$ cat src/rtl/nibseq_pkg.sv
// Shared types and constants for the nibble-serial adder/subtractor.
// Latency: n/a (types only).
// Backpressure: n/a (types only).
package nibseq_pkg;

    localparam int NIB_W = 4;

    typedef enum logic [1:0] {
        IDLE = 2'd0,
        RUN  = 2'd1,
        DONE = 2'd2
    } state_t;

endpackage

$ cat src/rtl/cla4_slice.sv
// 4-bit carry-lookahead adder slice, purely combinational.
// Latency: 0 cycles (combinational).
// Backpressure: none; the sequencer owns all registers.
// Ports: a/b nibble operands, ci carry in -> s nibble sum, co carry out.
module cla4_slice
    import nibseq_pkg::*;
(
    input  logic [NIB_W-1:0] a,
    input  logic [NIB_W-1:0] b,
    input  logic             ci,
    output logic [NIB_W-1:0] s,
    output logic             co
);

    logic [NIB_W-1:0] p;
    logic [NIB_W-1:0] g;
    logic [NIB_W:0]   c;

    assign p = a ^ b;
    assign g = a & b;

    // Flattened lookahead equations so every carry is two levels deep.
    assign c[0] = ci;
    assign c[1] = g[0] | (p[0] & ci);
    assign c[2] = g[1] | (p[1] & g[0]) | (p[1] & p[0] & ci);
    assign c[3] = g[2] | (p[2] & g[1]) | (p[2] & p[1] & g[0])
                | (p[2] & p[1] & p[0] & ci);
    assign c[4] = g[3] | (p[3] & g[2]) | (p[3] & p[2] & g[1])
                | (p[3] & p[2] & p[1] & g[0])
                | (p[3] & p[2] & p[1] & p[0] & ci);

    assign s  = p ^ c[NIB_W-1:0];
    assign co = c[NIB_W];

endmodule

$ cat src/rtl/nibble_add_seq.sv
// Multi-cycle WIDTH-bit add/sub using one 4-bit CLA slice, LSB nibble first.
// Latency: start accepted at edge k -> done high during [k+N, k+N+1); N = WIDTH/4.
// Backpressure: ready high only in IDLE; start is ignored while busy, no queuing.
// Ports: clk, rst_n (async active-low); start/sub/a/b request; ready, done,
// result, cout (1 = no borrow for sub), ovf (signed overflow) all registered.
// Optional: define NIBSEQ_ABORT_EN to add the abort input (abort in RUN -> IDLE).
module nibble_add_seq
    import nibseq_pkg::*;
#(
    parameter int WIDTH = 32
) (
    input  logic             clk,
    input  logic             rst_n,
    input  logic             start,
    input  logic             sub,
    input  logic [WIDTH-1:0] a,
    input  logic [WIDTH-1:0] b,
    output logic             ready,
    output logic             done,
    output logic [WIDTH-1:0] result,
    output logic             cout,
    output logic             ovf
`ifdef NIBSEQ_ABORT_EN
    ,
    input  logic             abort
`endif
);

    localparam int N     = WIDTH / NIB_W;
    localparam int IDX_W = $clog2(N);
    localparam logic [IDX_W-1:0] IDX_LAST = IDX_W'(N - 1);

    state_t           state_q;
    logic [WIDTH-1:0] opa_q;
    logic [WIDTH-1:0] opb_q;
    logic [WIDTH-1:0] acc_q;
    logic             carry_q;
    logic [IDX_W-1:0] idx_q;
    logic [WIDTH-1:0] result_q;
    logic             cout_q;
    logic             ovf_q;

    logic [NIB_W-1:0] slice_s;
    logic             slice_co;
    logic [WIDTH-1:0] acc_d;
    logic [WIDTH-1:0] opa_d;
    logic [WIDTH-1:0] opb_d;
    logic             ovf_d;
    logic             abort_req;

    cla4_slice u_slice (
        .a  (opa_q[NIB_W-1:0]),
        .b  (opb_q[NIB_W-1:0]),
        .ci (carry_q),
        .s  (slice_s),
        .co (slice_co)
    );

    // Sum nibbles enter at the top, so after N steps the LSB nibble has
    // shifted all the way down to bit 0.
    assign acc_d = {slice_s, acc_q[WIDTH-1:NIB_W]};
    assign opa_d = {{NIB_W{1'b0}}, opa_q[WIDTH-1:NIB_W]};
    assign opb_d = {{NIB_W{1'b0}}, opb_q[WIDTH-1:NIB_W]};

    // On the final step the operand low nibbles are the original top nibbles,
    // so bit 3 is the operand sign (opb already inverted for subtraction).
    assign ovf_d = (opa_q[NIB_W-1] == opb_q[NIB_W-1]) &&
                   (slice_s[NIB_W-1] != opa_q[NIB_W-1]);

`ifdef NIBSEQ_ABORT_EN
    assign abort_req = abort;
`else
    assign abort_req = 1'b0;
`endif

    always_ff @(posedge clk or negedge rst_n) begin
        if (!rst_n) begin
            state_q  <= IDLE;
            opa_q    <= '0;
            opb_q    <= '0;
            acc_q    <= '0;
            carry_q  <= 1'b0;
            idx_q    <= '0;
            result_q <= '0;
            cout_q   <= 1'b0;
            ovf_q    <= 1'b0;
        end else begin
            case (state_q)
                IDLE: begin
                    if (start) begin
                        opa_q   <= a;
                        opb_q   <= sub ? ~b : b;
                        carry_q <= sub;
                        acc_q   <= '0;
                        idx_q   <= '0;
                        state_q <= RUN;
                    end
                end
                RUN: begin
                    // Abort takes priority, including over the final step.
                    if (abort_req) begin
                        idx_q   <= '0;
                        state_q <= IDLE;
                    end else begin
                        acc_q   <= acc_d;
                        opa_q   <= opa_d;
                        opb_q   <= opb_d;
                        carry_q <= slice_co;
                        if (idx_q == IDX_LAST) begin
                            result_q <= acc_d;
                            cout_q   <= slice_co;
                            ovf_q    <= ovf_d;
                            idx_q    <= '0;
                            state_q  <= DONE;
                        end else begin
                            idx_q <= idx_q + 1'b1;
                        end
                    end
                end
                DONE: begin
                    state_q <= IDLE;
                end
                default: begin
                    state_q <= IDLE;
                end
            endcase
        end
    end

    assign ready  = (state_q == IDLE);
    assign done   = (state_q == DONE);
    assign result = result_q;
    assign cout   = cout_q;
    assign ovf    = ovf_q;

endmodule

$ cat config.mk
export PLATFORM = sky130hd
export DESIGN_NAME = nibble_add_seq
export DESIGN_NICKNAME = d
export VERILOG_FILES = /design/src/rtl/nibseq_pkg.sv /design/src/rtl/cla4_slice.sv /design/src/rtl/nibble_add_seq.sv
export SDC_FILE = /design/constraint.sdc
export NUM_CORES = 1
export LEC_CHECK = 0
export CELL_PAD_IN_SITES_DETAIL_PLACEMENT = 0
export CELL_PAD_IN_SITES_GLOBAL_PLACEMENT = 1
export CORE_ASPECT_RATIO = 1.4
export CORE_MARGIN = 2
export CORE_UTILIZATION = 38
export DETAILED_ROUTE_END_ITERATION = 16
export PLACE_DENSITY_LB_ADDON = 0.1
export SYNTH_ARGS = -nofsm -noshare
export SYNTH_HDL_FRONTEND = slang
export SYNTH_SLANG_ARGS = --single-unit
$ cat constraint.sdc
create_clock -name clk -period 1.6 [get_ports clk]
set_clock_uncertainty 0.05 [all_clocks]
set_input_delay 0.32 -clock clk [delete_from_list [all_inputs] [get_ports clk]]
set_output_delay 0.32 -clock clk [all_outputs]
set_load 0.02 [all_outputs]
==> results.yml <==
power_and_ir_drop:
  leakagePower_nw: 3.85
  power_density_nw_per_um2: 1810
  vdd_drop_max_uv: 1120
setup_path:
  arrival_ps: 1880
  cp.required_ps: 1830
  cp_cell_sequence: "ha_1 > a211o_1 > a21oi_4 > xor2_2 > o21ai_1"
  path_max_fanout: 3
  max_stage_delay_ps: 380
  crit_path_end_kind: "flip-flop"
  cp-start-kind: "flip-flop"
  critPathKind: "flip-flop to flip-flop"
  slowest_stage: "dfrtp_1"
run_status:
  status: "complete, but fails checks"
  violations: "negative setup slack"
grt:
  grt_pass1_vias: 4962
  grt_max_degree: 43
  grt_pass1_wl_um: 26400
  antenna_found_initial: 1
  grt.total_usage_pct: 19.3
  overflow: 0
sta:
  fin_ws_ps: -45.8
  rsz0062_at_grt: "true"
  final.setup.tns_ps: -134
  fin_crit_sh_pct: 103
  hold_viol_final: 0
  fmax_mhz: 608
  whs_ps: 344
  setup_violations: 5
  slew_viol_final: 0
  post-route-min-period_ps: 1650
  worst_slew_margin_rel_pct: 73.7
  worst_pin_slew_ps: 395
detailed_routing:
  top_layer: "met5"
  vias_per_cell: 5.31
  routedWlPerCell_um: 18.4
  ant_nets: 0
  routed-wl-met2_um: 8700
  drt-total-wl_um: 16600
  drt_iter0_drc: 268
  drc: 0
  wl_met1_um: 7100
  route.met3.wl_um: 584
  dr_total_vias: 4788
  firstDrtPassIters: 4
layout:
  finalNetCount: 767
  drive_above_1_share_pct: 17.2
  final_core_util_pct: 52.6
  antenna_cells: 0
  num-fill-cells: 1417
  syn_to_final_growth_pct: 35.7
cts:
  h-tree-depth: 4
  clock-sinks: 132
  cts_inserted_buffers: 17
  ctsLongestPathBuffers: 2
  clk-insertion-delay-late_ps: 410
  cts_root_buf: "clkbuf_16"
  clk_pin_slew_ps: 50
  cts_tree: "built"
yosys:
  async_flop_share_pct: 100
  syn_area_um2: 6260
  synth.top_cells.by_count: "dfrtp_1 (132), o21ai_0 (72), nor2b_1 (67), a21oi_1 (66), a22oi_1 (57)"
  synth_top_area_share_pct: 52.7
  synth_nets: 651
  synthFlopType: "dfrtp_1"
  synth_edf_count: 0
  ys_seq_elements: 132
  synth_cell_types: 29
  post-synth-top-area-cell: "dfrtp_1"
  syn_avg_cell_area_um2: 10.9
  synth.most_common_cell: "dfrtp_1"
  synth_area_leaders: "dfrtp_1 (53%), a22oi_1 (6.8%), nor2b_1 (6.7%)"
  yosysWarnings: 0
  synth-seq-area-share_pct: 52.7
  synth_cells: 576
die:
  die_x_um: 112
  coreArea_um2: 16200
  row_count: 55
  start_util_pct: 38.7
  fp.dieArea_um2: 17500
  io_pins: 104
  die_h_um: 156
placed_design:
  place_congestion: 0.767
  dp_slack_ps: -98.0
  io_buffers: 103
  dp_hpwl_um: 10100
run:
  max_cap_viol_count: 0
worst_hold_path:
  hold_path_class: "input pin to async pin"
-- path summary, 6_finish.rpt --
path / start / endpoint / slack [ps] / cells past startpoint
max: opb_q[0]$_DFFE_PN0P_ / acc_q[31]$_DFFE_PN0P_ / -50 / 5
min: rst_n / result[24]$_DFFE_PN0P_ / 340 / 2
max reg2reg: opb_q[0]$_DFFE_PN0P_ / acc_q[31]$_DFFE_PN0P_ / -50 / 5
min reg2reg: result[5]$_DFFE_PN0P_ / result[5]$_DFFE_PN0P_ / 450 / 1
max in group asynchronous: rst_n / opb_q[8]$_DFFE_PN0P_ / 600 / 3
min in group clk: result[5]$_DFFE_PN0P_ / result[5]$_DFFE_PN0P_ / 450 / 1
-- flip-flops by register name (all words and copies together) (netlist names) --
register and cells:
cout 1, opa_q 32, ovf 1, state_q 2, carry_q 1, acc_q 28, idx_q 3, opb_q 32
result 32
-- worst max-delay path: cells and delay by family, from the launching register on --
| family | cells | cell delay (ps) |
|---|---|---|
| xor+xnor | 1 | 190 |
| fa+ha+maj | 1 | 300 |
| compound gates | 3 | 620 |
| flops | 1 | 380 |
-- kinds of logic (layout without fill, tap and decap cells) --
group | after synthesis | in the layout | share of synthesized area [%]
DFF | 132 | 132 | 52.7
muxes | 30 | 30 | 6.03
and+or+nand+nor | 90 | 90 | 8.31
buffers and inverters | 52 | 179 | 3.84
xor gates and xnor gates | 36 | 36 | 5.03
AOI/OAI and AO/OA | 229 | 229 | 22.5
adders and majority gates | 7 | 7 | 1.52
-- cell type report --
| type | count | area, um^2 | share of cell area [%] |
|---|---|---|---|
| Tap cell | 199 | 249 | 2.93 |
| Clock buffer | 26 | 519 | 6.11 |
| Clock inverter | 4 | 45.0 | 0.530 |
| Timing Repair Buffer | 147 | 1550 | 18.3 |
| Sequential cell | 132 | 3310 | 38.9 |
| Multi-Input combinational cell | 392 | 2820 | 33.2 |
| Inverter | 2 | 11.3 | 0.132 |
-- power breakdown --
part | internal, mW | total [mW] | leakage (nW) | switching (mW)
sequential | 4.65 | 5.61 | 1.73 | 0.957
clock | 2.36 | 3.69 | 0.282 | 1.33
combinational | 2.93 | 6.07 | 1.84 | 3.14
total | 9.95 | 15.4 | 3.85 | 5.43
-- metal layers --
layer / GRT usage (%) / vias to the layer above
met4: 5.98 / 2
met3: 3.96 / 15
met5: 0 / -
met2: 33.6 / 92
li1: - / 2290
met1: 24.1 / 2389
-- per-stage QoR --
step	power, mW	cell area, um^2	cells
after global placement	11.2	7640	856
after CTS	15.2	8300	892
after floorplan	9.09	6280	576
after global routing	16.4	8500	902
final	15.4	8500	902
after detailed placement	11.4	7640	856
-- repair_timing --
item,4_1_cts,5_1_grt
resized for setup,49,19
endpoints found under the hold margin,33,0
cloned,3,3
pin swaps,5,3
endpoints found under the setup margin,71,39
hold buffers,1,0
setup buffers,2,8
-- placed cells by master (no fill, tap or decap), types with 6 or more instances in the layout --
master / Yosys / final
o21ai_0: 72 / 67
a22oi_1: 57 / 57
clkbuf_16: 0 / 20
clkbuf_8: 0 / 6
mux2_4: 11 / 11
dlygate4sd2_1: 0 / 34
mux2_2: 18 / 18
a22o_1: 27 / 27
nand2_1: 17 / 15
dfrtp_1: 132 / 130
nor2b_1: 67 / 65
buf_12: 0 / 10
clkdlybuf4s50_1: 0 / 64
a21oi_1: 66 / 65
buf_4: 3 / 24
xor2_1: 35 / 32
Power figures use the tool's default switching activity.
